### config.mk
export PLATFORM = sky130hd
export DESIGN_NAME = operand_mux_pipe
export DESIGN_NICKNAME = d
export VERILOG_FILES = /design/src/rtl/arm_pipe_pkg.sv /design/src/rtl/operand_mux_pipe_mux_nx1.sv /design/src/rtl/operand_mux_pipe.sv
export SDC_FILE = /design/constraint.sdc
export NUM_CORES = 1
export LEC_CHECK = 0
export ABC_AREA = 1
export CAP_MARGIN = 15
export CORE_MARGIN = 10
export CORE_UTILIZATION = 38
export CTS_BUF_LIST = sky130_fd_sc_hd__clkbuf_4 sky130_fd_sc_hd__clkbuf_8 sky130_fd_sc_hd__clkbuf_16
export DETAILED_ROUTE_END_ITERATION = 10
export PLACE_DENSITY = 0.77
export SYNTH_ARGS = -nofsm -noshare
export SYNTH_HDL_FRONTEND = slang
export SYNTH_SLANG_ARGS = --single-unit
export TNS_END_PERCENT = 5
### constraint.sdc
create_clock -name clk -period 1.25 [get_ports clk]
set_input_delay 0.1875 -clock clk [delete_from_list [all_inputs] [get_ports clk]]
set_output_delay 0.1875 -clock clk [all_outputs]
set_load 0.01 [all_outputs]
### src/rtl/arm_pipe_pkg.sv
// Shared pipeline types and helpers.
// Select-width function and 32-bit operand type.
package arm_pipe_pkg;

  localparam int OPERAND_W = 32;

  typedef logic [OPERAND_W-1:0] operand_t;

  function automatic int sel_width(input int n);
    return (n <= 2) ? 1 : $clog2(n);
  endfunction

endpackage

### src/rtl/operand_mux_pipe_mux_nx1.sv
// Combinational NUM_IN-to-1 selector.
// Flags selects that index past the last input.
module mux_nx1
  import arm_pipe_pkg::*;
#(
  parameter int WIDTH  = 32,
  parameter int NUM_IN = 4,
  localparam int SEL_W = sel_width(NUM_IN)
) (
  input  logic [NUM_IN*WIDTH-1:0] in_data,
  input  logic [SEL_W-1:0]        sel,
  output logic [WIDTH-1:0]        sel_data,
  output logic                    sel_oor
);

  // Out-of-range selects yield zero
  always_comb begin
    sel_data = '0;
    sel_oor  = 1'b1;
    for (int k = 0; k < NUM_IN; k++) begin
      if (sel == SEL_W'(k)) begin
        sel_data = in_data[k*WIDTH +: WIDTH];
        sel_oor  = 1'b0;
      end
    end
  end

endmodule

### src/rtl/operand_mux_pipe.sv
// Registered operand selector with skid buffer.
// Feeds the execute stage with valid/ready flow control.
module operand_mux_pipe
  import arm_pipe_pkg::*;
#(
  parameter int WIDTH  = 32,
  parameter int NUM_IN = 4,
  localparam int SEL_W = sel_width(NUM_IN)
) (
  input  logic                    clk,
  input  logic                    rst_n,
  input  logic [NUM_IN*WIDTH-1:0] in_data,
  input  logic [SEL_W-1:0]        in_sel,
  input  logic                    in_valid,
  output logic                    in_ready,
  input  logic                    flush,
  output logic [WIDTH-1:0]        out_data,
  output logic                    out_valid,
  input  logic                    out_ready,
  output logic                    sel_err
);

  logic [WIDTH-1:0] mux_data;
  logic             mux_oor;
  logic [WIDTH-1:0] skid_data;
  logic             skid_valid;

  logic in_fire;
  logic out_fire;
  logic load_out;
  logic drain;
  logic go_idle;
  logic load_skid;

  mux_nx1 #(
    .WIDTH  (WIDTH),
    .NUM_IN (NUM_IN)
  ) u_mux (
    .in_data  (in_data),
    .sel      (in_sel),
    .sel_data (mux_data),
    .sel_oor  (mux_oor)
  );

  assign in_ready = !skid_valid;
  assign in_fire  = in_valid & in_ready;
  assign out_fire = out_valid & out_ready;

  // Mutually exclusive storage moves
  assign load_out  = in_fire &
                     (!out_valid | (out_fire & !skid_valid));
  assign drain     = out_fire & skid_valid;
  assign go_idle   = out_fire & !skid_valid & !in_fire;
  assign load_skid = in_fire & out_valid & !out_fire;

  always_ff @(posedge clk or negedge rst_n) begin
    if (!rst_n) begin
      out_data   <= '0;
      out_valid  <= 1'b0;
      skid_data  <= '0;
      skid_valid <= 1'b0;
      sel_err    <= 1'b0;
    end else if (flush) begin
      out_valid  <= 1'b0;
      skid_valid <= 1'b0;
      sel_err    <= 1'b0;
    end else begin
      if (in_fire & mux_oor)
        sel_err <= 1'b1;
      unique case (1'b1)
        load_out: begin
          out_data  <= mux_data;
          out_valid <= 1'b1;
        end
        drain: begin
          out_data   <= skid_data;
          skid_valid <= 1'b0;
        end
        go_idle: begin
          out_valid <= 1'b0;
        end
        load_skid: begin
          skid_data  <= mux_data;
          skid_valid <= 1'b1;
        end
        default: ;
      endcase
    end
  end

endmodule
## After elaboration in Yosys (flattened, before gate mapping)

Cells that the tools add are included.

- Equality and inequality tests: 3
- Mux-type cells: 15
- Bitwise logic cells: 11
- Reduce and logical (&&, ||, !) cells: 11

Operators by type and width:

| operator | count |
|---|---|
| $mux W32 | 4 |
| $pmux W32 S2 | 1 |
| $and A1 B1 Y1 | 9 |
| $mux W1 | 8 |
| $reduce_bool A3 Y1 | 2 |
| $eq A2 B2 Y1 const B | 2 |
| $logic_not A1 Y1 | 4 |
| $pmux W1 S2 | 2 |
| $reduce_and A2 Y1 | 2 |
| $reduce_bool A2 Y1 | 2 |
| $eq A2 B1 Y1 const B | 1 |
| $logic_not A2 Y1 | 1 |
| $not A1 Y1 | 1 |
| $or A1 B1 Y1 | 1 |

- Flip-flop bits (word level): 67
- Input bits: 135
- Output and inout bits: 35

## Depth between registers and ports, before layout

Gate-level depths: netlist (run 1).

- Depth in word-level cells: 8
- Mapped depth: 10
- Mapped depth without buffers: 9

## Hierarchy

From an unflattened synthesis (run 1), not the netlist that was laid out.

- Cells, all modules: 585
- Area total of the unflattened synthesis: 4,010.1 um^2

Modules (own cells, without submodules):

| module | instances | cells an instance | area each (um^2) | seq. area each (um^2) |
|---|---|---|---|---|
| operand_mux_pipe | 1 | 397 | 3,030.4 | 1,676.6 |
| mux_nx1 | 1 | 188 | 979.7 | 0.0 |

## Worst setup path before layout (run 1)

Ideal clock, no wire load.

- Kind: flip-flop to flip-flop
- Start point: reg out_valid
- End point: reg out_data[10]
- Data arrival time: 1,205 ps
- Required time: 1,134 ps
- Path slack: -71 ps
- Stages on the path, launching flop included: 9
- Buffers on the path: 2
- Cell sequence: dfrtp_1 -> nand2_1 -> inv_1 -> nand2_1 -> buf_2 -> buf_1 -> nand2_1 -> nand2_1 -> nand2_1

- Cells in the longest elaborated chain, start to end: 6
- Elaborated cells on any way between the ends: 9
- Those cells by class: mux (1); bitwise (5); reduce/logical (3)

RTL lines:

| what | RTL line | source |
|---|---|---|
| from (decl) | operand_mux_pipe.sv:18 | `output logic out_valid,` |
| from (signal assigned) | operand_mux_pipe.sv:59 | `out_valid <= 1'b0;` |
| from (signal assigned) | operand_mux_pipe.sv:64 | `out_valid <= 1'b0;` |
| from (signal assigned) | operand_mux_pipe.sv:73 | `out_valid <= 1'b1;` |
| $and A1 B1 Y1 | operand_mux_pipe.sv:47 | `assign out_fire = out_valid & out_ready;` |
| $and A1 B1 Y1 | operand_mux_pipe.sv:51 | `(!out_valid \| (out_fire & !skid_valid));` |
| $or A1 B1 Y1 | operand_mux_pipe.sv:51 |  |
| $and A1 B1 Y1 | operand_mux_pipe.sv:50 | `assign load_out = in_fire &` |
| $reduce_bool A2 Y1 (no line) | -- |  |
| $reduce_and A2 Y1 (no line) | -- |  |
| to (signal assigned) | operand_mux_pipe.sv:72 | `out_data <= mux_data;` |
| to (signal assigned) | operand_mux_pipe.sv:76 | `out_data <= skid_data;` |
| to (decl) | operand_mux_pipe.sv:17 | `output logic [WIDTH-1:0] out_data,` |

Several ways; a longest one is shown, not always the timed one.
A chain may end at the register's enable or synchronous reset.

## Worst setup path after layout (run 1)

- Start point: reg out_valid
- End point: reg out_data[3]

The elaborated chain is that of the path after synthesis.

==> results.json, run 1 <==
{
  "outcome": "finished with violations",
  "violations": "setup timing",
  "io_buffers": 169,
  "setup_slack_ns": -0.144,
  "cts_root_buf": "clkbuf_8",
  "crit_fanout": 8,
  "drv_cap": 0,
  "fin_worst_skew_ns": 0.0105,
  "post-route-min-period_ns": 1.39,
  "drc": 0,
  "final_cell_mix": "210 x nand2_1, 131 x clkdlybuf4s50_1, 67 x dfrtp_1",
  "pwr_density_cell_mw_per_mm2": 1140,
  "synth_top_area_share_pct": 43.4,
  "max_freq_mhz": 717,
  "synth_seq_cells": 67,
  "synth_compound_area_share_pct": 8.43,
  "synth_top_family_by_area": "simple AND/OR/NAND/NOR gates",
  "required_ns": 1.53,
  "drt_wl_total_mm": 15.4,
  "grt_pass1_wl_mm": 23.1,
  "synth_fa_ha_area_share_pct": 0,
  "hpwlAfterDp_mm": 10.7,
  "fin_crit_sh_pct": 112,
  "die-width_um": 121,
  "synthSimpleGateAreaFrac_pct": 43.0,
  "final_hold_viol_count": 0,
  "internal_power_mw": 5.25,
  "yosysWarnings": 0,
  "power_switching_mw": 2.28,
  "vias": 4533,
  "startpoint_type": "flip-flop",
  "drive_gt1_share_pct": 17.4,
  "cts_tree": "done",
  "grt_start_max_net_pins": 68,
  "vdd_drop_max_mv": 0.669,
  "syn_to_final_growth_pct": 71.0,
  "fin_util_pct": 67.2,
  "cts_made_buffers": 9,
  "worstHoldPathType": "in2async",
  "grt_pass1_vias": 4597,
  "grt_use_total_pct": 19.4,
  "share_seq_of_total_power_pct": 39.9,
  "syn_inst": 576,
  "dieArea_mm2": 0.0146,
  "synth_top_cell_by_area": "dfrtp_1",
  "cp-end-kind": "flip-flop",
  "rows": 36,
  "switching_share_pct": 30.3,
  "ys_types": 15,
  "ios": 170,
  "ys_seq_area_share_pct": 43.4,
  "n_fill_cell": 876,
  "critical_path_class": "reg2reg",
  "gp_congestion": 0.853,
  "setup-tns-final_ns": -5.72,
  "die_y_um": 121,
  "slew_viol_final": 0,
  "layout_commonest_cell": "nand2_1",
  "final-setup-viol-count": 64,
  "overflow": 0,
  "drtAntennaViolNets": 0,
  "p_leak_nw": 3.26,
  "synthMuxAreaShare_pct": 0,
  "htree_levels": 3,
  "cts_max_path_buffers": 2,
  "synthesis.area_mm2": 0.00386,
  "slew_headroom_pct": 76.0,
  "drt_iter0_drc": 300,
  "worst_pin_slew_ns": 0.360,
  "start_util_pct": 39.3,
  "clockPowerShare_pct": 30.0,
  "crit_arrival_ns": 1.68,
  "clk_pin_slew_ns": 0.08,
  "clk_latency_ns": 0.33,
  "cts_sinks": 67,
  "synth_area_leaders": "dfrtp_1 43%, nand2_1 23%, nand3_1 8.4%",
  "antenna_found_initial": 1,
  "nNetsFinal": 899,
  "wl_per_cell_um": 17.1,
  "viasPerCell": 5.03,
  "fp.coreArea_mm2": 0.00982,
  "synthXorXnorAreaFrac_pct": 0,
  "diodes": 0,
  "drt-pass1-iter-count": 4,
  "p_comb_share_pct": 30.1,
  "syn_area_per_cell_um2": 6.70,
  "syn_nets": 711,
  "rsz0062_at_grt": "true"
}
-- area by class of cell --
type                            instances  area (um^2)  share of cell area (%)
Timing Repair Buffer                  215         2270                    34.3
Clock buffer                           10          138                    2.08
Inverter                                7         26.3                   0.398
Sequential cell                        67         1680                    25.4
Multi-Input combinational cell        464         2220                    33.6
Clock inverter                          6          113                    1.71
Tap cell                              133          166                    2.52
-- stage by stage --
stage               setup WS [ns]  cells  instance area [um^2]  power, mW  hold slack, ns
global route               -0.234    902                  6600       8.00           0.429
finish                     -0.144    902                  6600       7.54           0.398
detailed placement         -0.579    870                  5870       5.17           0.234
floorplan                 -0.0678    576                  3860       3.85          -0.108
CTS                        -0.113    893                  6290       7.39           0.415
global placement           -0.447    870                  5870       5.07           0.229
-- worst max-delay path, stage by stage (launching register included) --
cell and delay [ns]:
dfrtp_1 0.41, buf_4 0.16, nand2_2 0.08, nand2_2 0.06, nand2_4 0.08, nand2_8 0.11, clkbuf_16 0.20, nor2_1 0.10
nand2_1 0.07, nand2_1 0.05
-- cell usage after synthesis, drive strengths merged --
library cell	n
or2	32
inv	7
clkbuf	12
buf	26
dfrtp	67
nand3	65
a21oi	1
nand2	235
nor2	67
o21ai	64
-- state kept, by name, summed over array words and instances, names as in the netlist --
| name | count |
|---|---|
| out_data | 32 |
| out_valid | 1 |
| sel_err | 1 |
| skid_data | 32 |
| skid_valid | 1 |
-- cell families after synthesis --
kind of cell,count (synthesis)
and+or+nand+nor,399
DFF,67
AOI/OAI and AO/OA,65
buffers and inverters,45
-- power by group through the flow --
stage | sequential (mW) | combinational (mW) | clock, mW
floorplan | 3.06 | 0.795 | 0
CTS | 2.98 | 2.12 | 2.29
global route | 3.06 | 2.51 | 2.42
global placement | 2.98 | 2.09 | 0
finish | 3.01 | 2.27 | 2.26
detailed placement | 3.00 | 2.16 | 0
-- path summary, 6_finish.rpt --
path / from / end / slack [ns] / cells past startpoint
worst max-delay path: out_valid / out_data[3] / -0.14 / 9
worst min-delay path: rst_n / out_data[11] / 0.40 / 3
worst max register to register: out_valid / out_data[3] / -0.14 / 9
worst min register to register: out_data[7] / out_data[7] / 0.48 / 2
max in group asynchronous: rst_n / out_data[26] / 0.55 / 3
min in group clk: in_valid / out_valid / 0.46 / 3
-- repair_timing --
item                                   in CTS  in global routing
setup buffers                               5                  3
hold buffers                                1                  0
pin swaps                                   5                  5
setup endpoints to repair                  99                 72
gates cloned                                3                  6
endpoints found under the hold margin      67                  0
gates resized for setup                    88                 60
-- routing by layer --
layer	vias to the layer above	track usage, %	part of all wire [%]
met4	2	6.33	1.7
met5	-	0	0.065
li1	2213	-	-
met3	23	4.33	6.1
met2	138	34.4	52
met1	2157	22.7	40
Note: power is estimated with default switching activity, not from simulation.
==> run 2, diff against run 1 <==
- SKIP_CTS_REPAIR_TIMING: not set -> 1
==> run 2 against run 1 <==
The run still ends with setup timing left. Fmax down 1.8%. Non-clock buffer count down 3. Combinational power about the same. Register-to-register slack worse by 0.03 ns. Cell count down 0.33%. Critical path depth up 1. Utilization down 0.38 points. Critical path type unchanged. Critical endpoint is now out_data[20].
==> results.json, run 2 (synthesis results as in run 1) <==
{
  "n_fill_cell": 872,
  "rows": 36,
  "final_cells": 899,
  "clk_pin_slew_ns": 0.08,
  "placed_area_mm2": 0.00587,
  "viasPerCell": 4.99,
  "worstHoldPathType": "in2async",
  "drt_wl_total_mm": 15.1,
  "syn_to_final_growth_pct": 70.0,
  "final_cell_mix": "226 x nand2_1, 131 x clkdlybuf4s50_1, 67 x dfrtp_1",
  "final_hold_viol_count": 0,
  "fin_crit_sh_pct": 114,
  "max_freq_mhz": 704,
  "wl_per_cell_um": 16.8,
  "largestRegisters": "out_data x32, skid_data x32",
  "crit_fanout": 9,
  "die_y_um": 121,
  "nNetsFinal": 896,
  "timing.rr.start": "skid_valid",
  "cts_sinks": 67,
  "final_cell_area_mm2": 0.00657,
  "r2r_cells": 10,
  "hpwlAfterDp_mm": 10.7,
  "fp.coreArea_mm2": 0.00982,
  "grt_pass1_vias": 4455,
  "die-width_um": 121,
  "pwr_density_cell_mw_per_mm2": 1140,
  "dieArea_mm2": 0.0146,
  "required_ns": 1.47,
  "overflow": 0,
  "critical_path_class": "reg2reg",
  "antenna_found_initial": 1,
  "drt_iter0_drc": 291,
  "ff2ff_setup_slack_ns": -0.17,
  "gp_congestion": 0.853,
  "grt_pass1_wl_mm": 22.1,
  "layout_commonest_cell": "nand2_1",
  "htree_levels": 3,
  "rsz0062_at_grt": "true",
  "grt_start_max_net_pins": 68,
  "drv_cap": 0,
  "setup_slack_ns": -0.170,
  "cts_tree": "done",
  "slew_viol_final": 0,
  "violations": "setup timing",
  "placed_cells": 870,
  "cts_max_path_buffers": 2,
  "io_buffers": 169,
  "clk_latency_ns": 0.33,
  "crit_arrival_ns": 1.64,
  "start_util_pct": 39.3,
  "cp-end-kind": "flip-flop",
  "setup-tns-final_ns": -6.16,
  "crit_path_start": "skid_valid",
  "post-route-min-period_ns": 1.42,
  "drive_gt1_share_pct": 14.2,
  "diodes": 0,
  "outcome": "finished with violations",
  "hold_ws_ns": 0.387,
  "final-setup-viol-count": 64,
  "drt-pass1-iter-count": 4,
  "p_leak_nw": 3.55,
  "drtAntennaViolNets": 0,
  "ios": 170,
  "crit_path_end": "out_data[20]",
  "vdd_drop_max_mv": 0.687,
  "vias": 4487,
  "cts_made_buffers": 9,
  "pre_cts_ws_ns": -0.579,
  "grt_use_total_pct": 18.5,
  "drc": 0,
  "slew_headroom_pct": 74.9,
  "fin_worst_skew_ns": 0.0107,
  "cts_root_buf": "clkbuf_8",
  "rr_endpoint": "out_data[20]",
  "startpoint_type": "flip-flop",
  "worst_pin_slew_ns": 0.377
}
## run 2: cell types whose count changed in the layout (fill, tap and decap cells not counted), sizes merged
cell           previous run  this run
dlymetal6s2s              0        35
clkdlybuf4s15             7         0
buf                      44        40
dlygate4sd2              27         0
## run 2: worst max-delay path: stages (launching register included)
cell,delay (ns)
dfrtp_1,0.41
inv_2,0.08
nand2_1,0.06
nand2_2,0.07
nand2_2,0.07
nand2_4,0.09
nand2_8,0.12
buf_6,0.15
buf_8,0.13
nand2_1,0.06
nand2_1,0.05
## run 2: worst min-delay path by stage
stage,from,to,slack [ns]
2_1_floorplan,rst_n,out_data[0],-0.11
3_3_place_gp,rst_n,out_data[10],0.23
3_5_place_dp,rst_n,out_data[11],0.23
4_1_cts,rst_n,out_data[11],-0.13
5_1_grt,rst_n,out_data[10],0.43
6_report,rst_n,out_data[10],0.39
## run 2: layout make-up
cell class	count	area (um^2)	share of cell area, %
clock inverters	6	113	1.72
repair buffers	212	2310	35.3
well taps	133	166	2.53
flip-flops and latches	67	1680	25.5
multi-input cells	464	2130	32.5
clock buffers	10	138	2.10
inverters	7	26.3	0.400
## run 2: where the power goes
part           leakage [nW]  switching [mW]  total, mW  internal [mW]
clock                 0.126           0.863       2.25           1.38
combinational          2.58            1.05       2.27           1.22
sequential            0.847           0.302       2.98           2.68
total                  3.55            2.21       7.50           5.29
## run 2: through the flow
stage | utilization (%) | power [mW]
after floorplan | - | 3.85
after global placement | 59.8 | 5.07
after detailed placement | 59.8 | 5.17
after CTS | 62.4 | 7.43
after global routing | 66.9 | 7.98
final | 66.9 | 7.50
## run 2: layer usage
metal	global-route usage (%)	routed length, um	up-vias
met3	4.33	817	13
met2	32.8	8150	117
met1	21.7	6020	2157
met4	5.43	121	2
met5	0	11	-
li1	-	-	2198
==> run 3, diff against run 2 <==
- HOLD_SLACK_MARGIN: not set -> 0.08
- TNS_END_PERCENT: 5 -> 50
==> run 3 against run 2 <==
The run still ends with setup timing left. Register-to-register slack about the same. Sequential power increased by 4%. Die area unchanged. Non-clock buffer count increased by 5. Routed wire length increased by 12%. Clock power decreased by 29%. Clock-buffer cell count increased by 2. Fmax decreased by 0.81%. Sequential share of layout area decreased by 1.3 points. Flip-flop and latch count unchanged. Cell count increased by 0.44%. Worst hold slack improved by 0.024 ns. Largest power group unchanged. Highest routed layer is now met4.
==> results.json, run 3 (synthesis results as in run 1) <==
{
  "regArea_mm2": 0.00168,
  "die-width_um": 121,
  "rows": 36,
  "final_cell_mix": "199 x nand2_1, 132 x clkdlybuf4s50_1, 67 x dfrtp_1",
  "clk_latency_ns": 0.33,
  "cp-end-kind": "flip-flop",
  "startpoint_type": "flip-flop",
  "htree_levels": 3,
  "gp_congestion": 0.848,
  "required_ns": 1.47,
  "placed_area_mm2": 0.00582,
  "slew_headroom_pct": 75.5,
  "crit_fanout": 8,
  "hold_ws_ns": 0.411,
  "outcome": "finished with violations",
  "fin_worst_skew_ns": 0.0115,
  "drt_wl_total_mm": 17.0,
  "drc": 0,
  "final_hold_viol_count": 0,
  "nNetsFinal": 901,
  "power_switching_mw": 2.41,
  "worst_pin_slew_ns": 0.367,
  "grt_pass1_wl_mm": 22.7,
  "pwr_density_cell_mw_per_mm2": 1060,
  "fp.coreArea_mm2": 0.00982,
  "cts_sinks": 67,
  "dieArea_mm2": 0.0146,
  "cts_tree": "done",
  "placed_cells": 866,
  "largestRegisters": "out_data x32, skid_data x32",
  "final_cell_area_mm2": 0.00691,
  "hpwlAfterDp_mm": 10.7,
  "clockPowerShare_pct": 21.8,
  "final-setup-viol-count": 64,
  "grt_pass1_vias": 4358,
  "fin_crit_sh_pct": 114,
  "multiInputGateArea_mm2": 0.00241,
  "ios": 170,
  "share_seq_of_total_power_pct": 42.3,
  "vias": 4743,
  "cts_max_path_buffers": 2,
  "crit_arrival_ns": 1.65,
  "overflow": 0,
  "io_buffers": 169,
  "ff2ff_setup_slack_ns": -0.18,
  "rsz0062_at_grt": "true",
  "violations": "setup timing",
  "p_comb_share_pct": 35.8,
  "r2r_cells": 8,
  "total_power_mw": 7.32,
  "timing.rr.start": "out_valid",
  "setup-tns-final_ns": -7.46,
  "setup_slack_ns": -0.181,
  "diodes": 0,
  "drv_cap": 0,
  "drive_gt1_share_pct": 20.3,
  "drtAntennaViolNets": 0,
  "drt_iter0_drc": 458,
  "layout_commonest_cell": "nand2_1",
  "switching_share_pct": 32.9,
  "die_y_um": 121,
  "p_leak_nw": 3.67,
  "worstHoldPathType": "in2async",
  "syn_to_final_growth_pct": 79.0,
  "clk_pin_slew_ns": 0.07,
  "internal_power_mw": 4.91,
  "n_fill_cell": 778,
  "critical_path_class": "reg2reg",
  "antenna_found_initial": 0,
  "cts_root_buf": "clkbuf_8",
  "post-route-min-period_ns": 1.43,
  "max_freq_mhz": 699,
  "cts_made_buffers": 9,
  "start_util_pct": 39.3,
  "grt_start_max_net_pins": 68,
  "viasPerCell": 5.25,
  "wl_per_cell_um": 18.8,
  "rr_endpoint": "skid_data[8]",
  "slew_viol_final": 0,
  "grt_use_total_pct": 19.2,
  "final_cells": 903,
  "vdd_drop_max_mv": 0.516,
  "drt-pass1-iter-count": 6
}
run 3: metrics by stage:
step | util (%) | setup WS [ns]
floorplan | - | -0.0373
global route | 70.4 | -0.236
finish | 70.4 | -0.181
detailed placement | 59.3 | -0.528
global placement | 59.3 | -0.458
CTS | 61.0 | -0.287
run 3: routing by layer:
layer	part of all wire, %	GRT usage [%]	wire [um]
met4	2.6	5.66	433
met5	0	0	0
met2	51	32.5	8650
met1	38	23.0	6360
met3	8.9	5.58	1520
run 3: worst max-delay path, cell delays in order, from the launching register on:
cell	delay (ns)
dfrtp_1	0.41
nand2_1	0.10
inv_2	0.07
nor2_4	0.12
nand3_4	0.12
buf_12	0.17
clkbuf_16	0.19
nand2_4	0.09
o21ai_2	0.05
run 3: area by class of cell:
cell class | instances | area share, %
Clock buffer | 12 | 2.21
Clock inverter | 3 | 0.217
Inverter | 7 | 0.416
Multi-Input combinational cell | 464 | 34.9
Sequential cell | 67 | 24.3
Tap cell | 133 | 2.41
Timing Repair Buffer | 217 | 35.6
run 3: worst max-delay path by stage:
stage,slack [ns],depth (start not counted),startpoint,end
finish,-0.18,8,out_valid,skid_data[8]
global route,-0.24,8,out_valid,skid_data[8]
CTS,-0.29,2,skid_valid,in_ready
detailed placement,-0.53,7,in_sel[1],skid_data[27]
global placement,-0.46,10,in_sel[1],out_data[15]
floorplan,-0.04,8,out_valid,skid_data[0]
run 3: power groups by stage:
stage / Sequential [mW] / Clock [mW] / Combinational, mW
2_1_floorplan: 3.06 / 0 / 0.795
3_3_place_gp: 2.98 / 0 / 2.09
3_5_place_dp: 3.00 / 0 / 2.16
4_1_cts: 2.97 / 1.62 / 2.17
5_1_grt: 3.17 / 1.75 / 2.86
6_report: 3.10 / 1.60 / 2.63
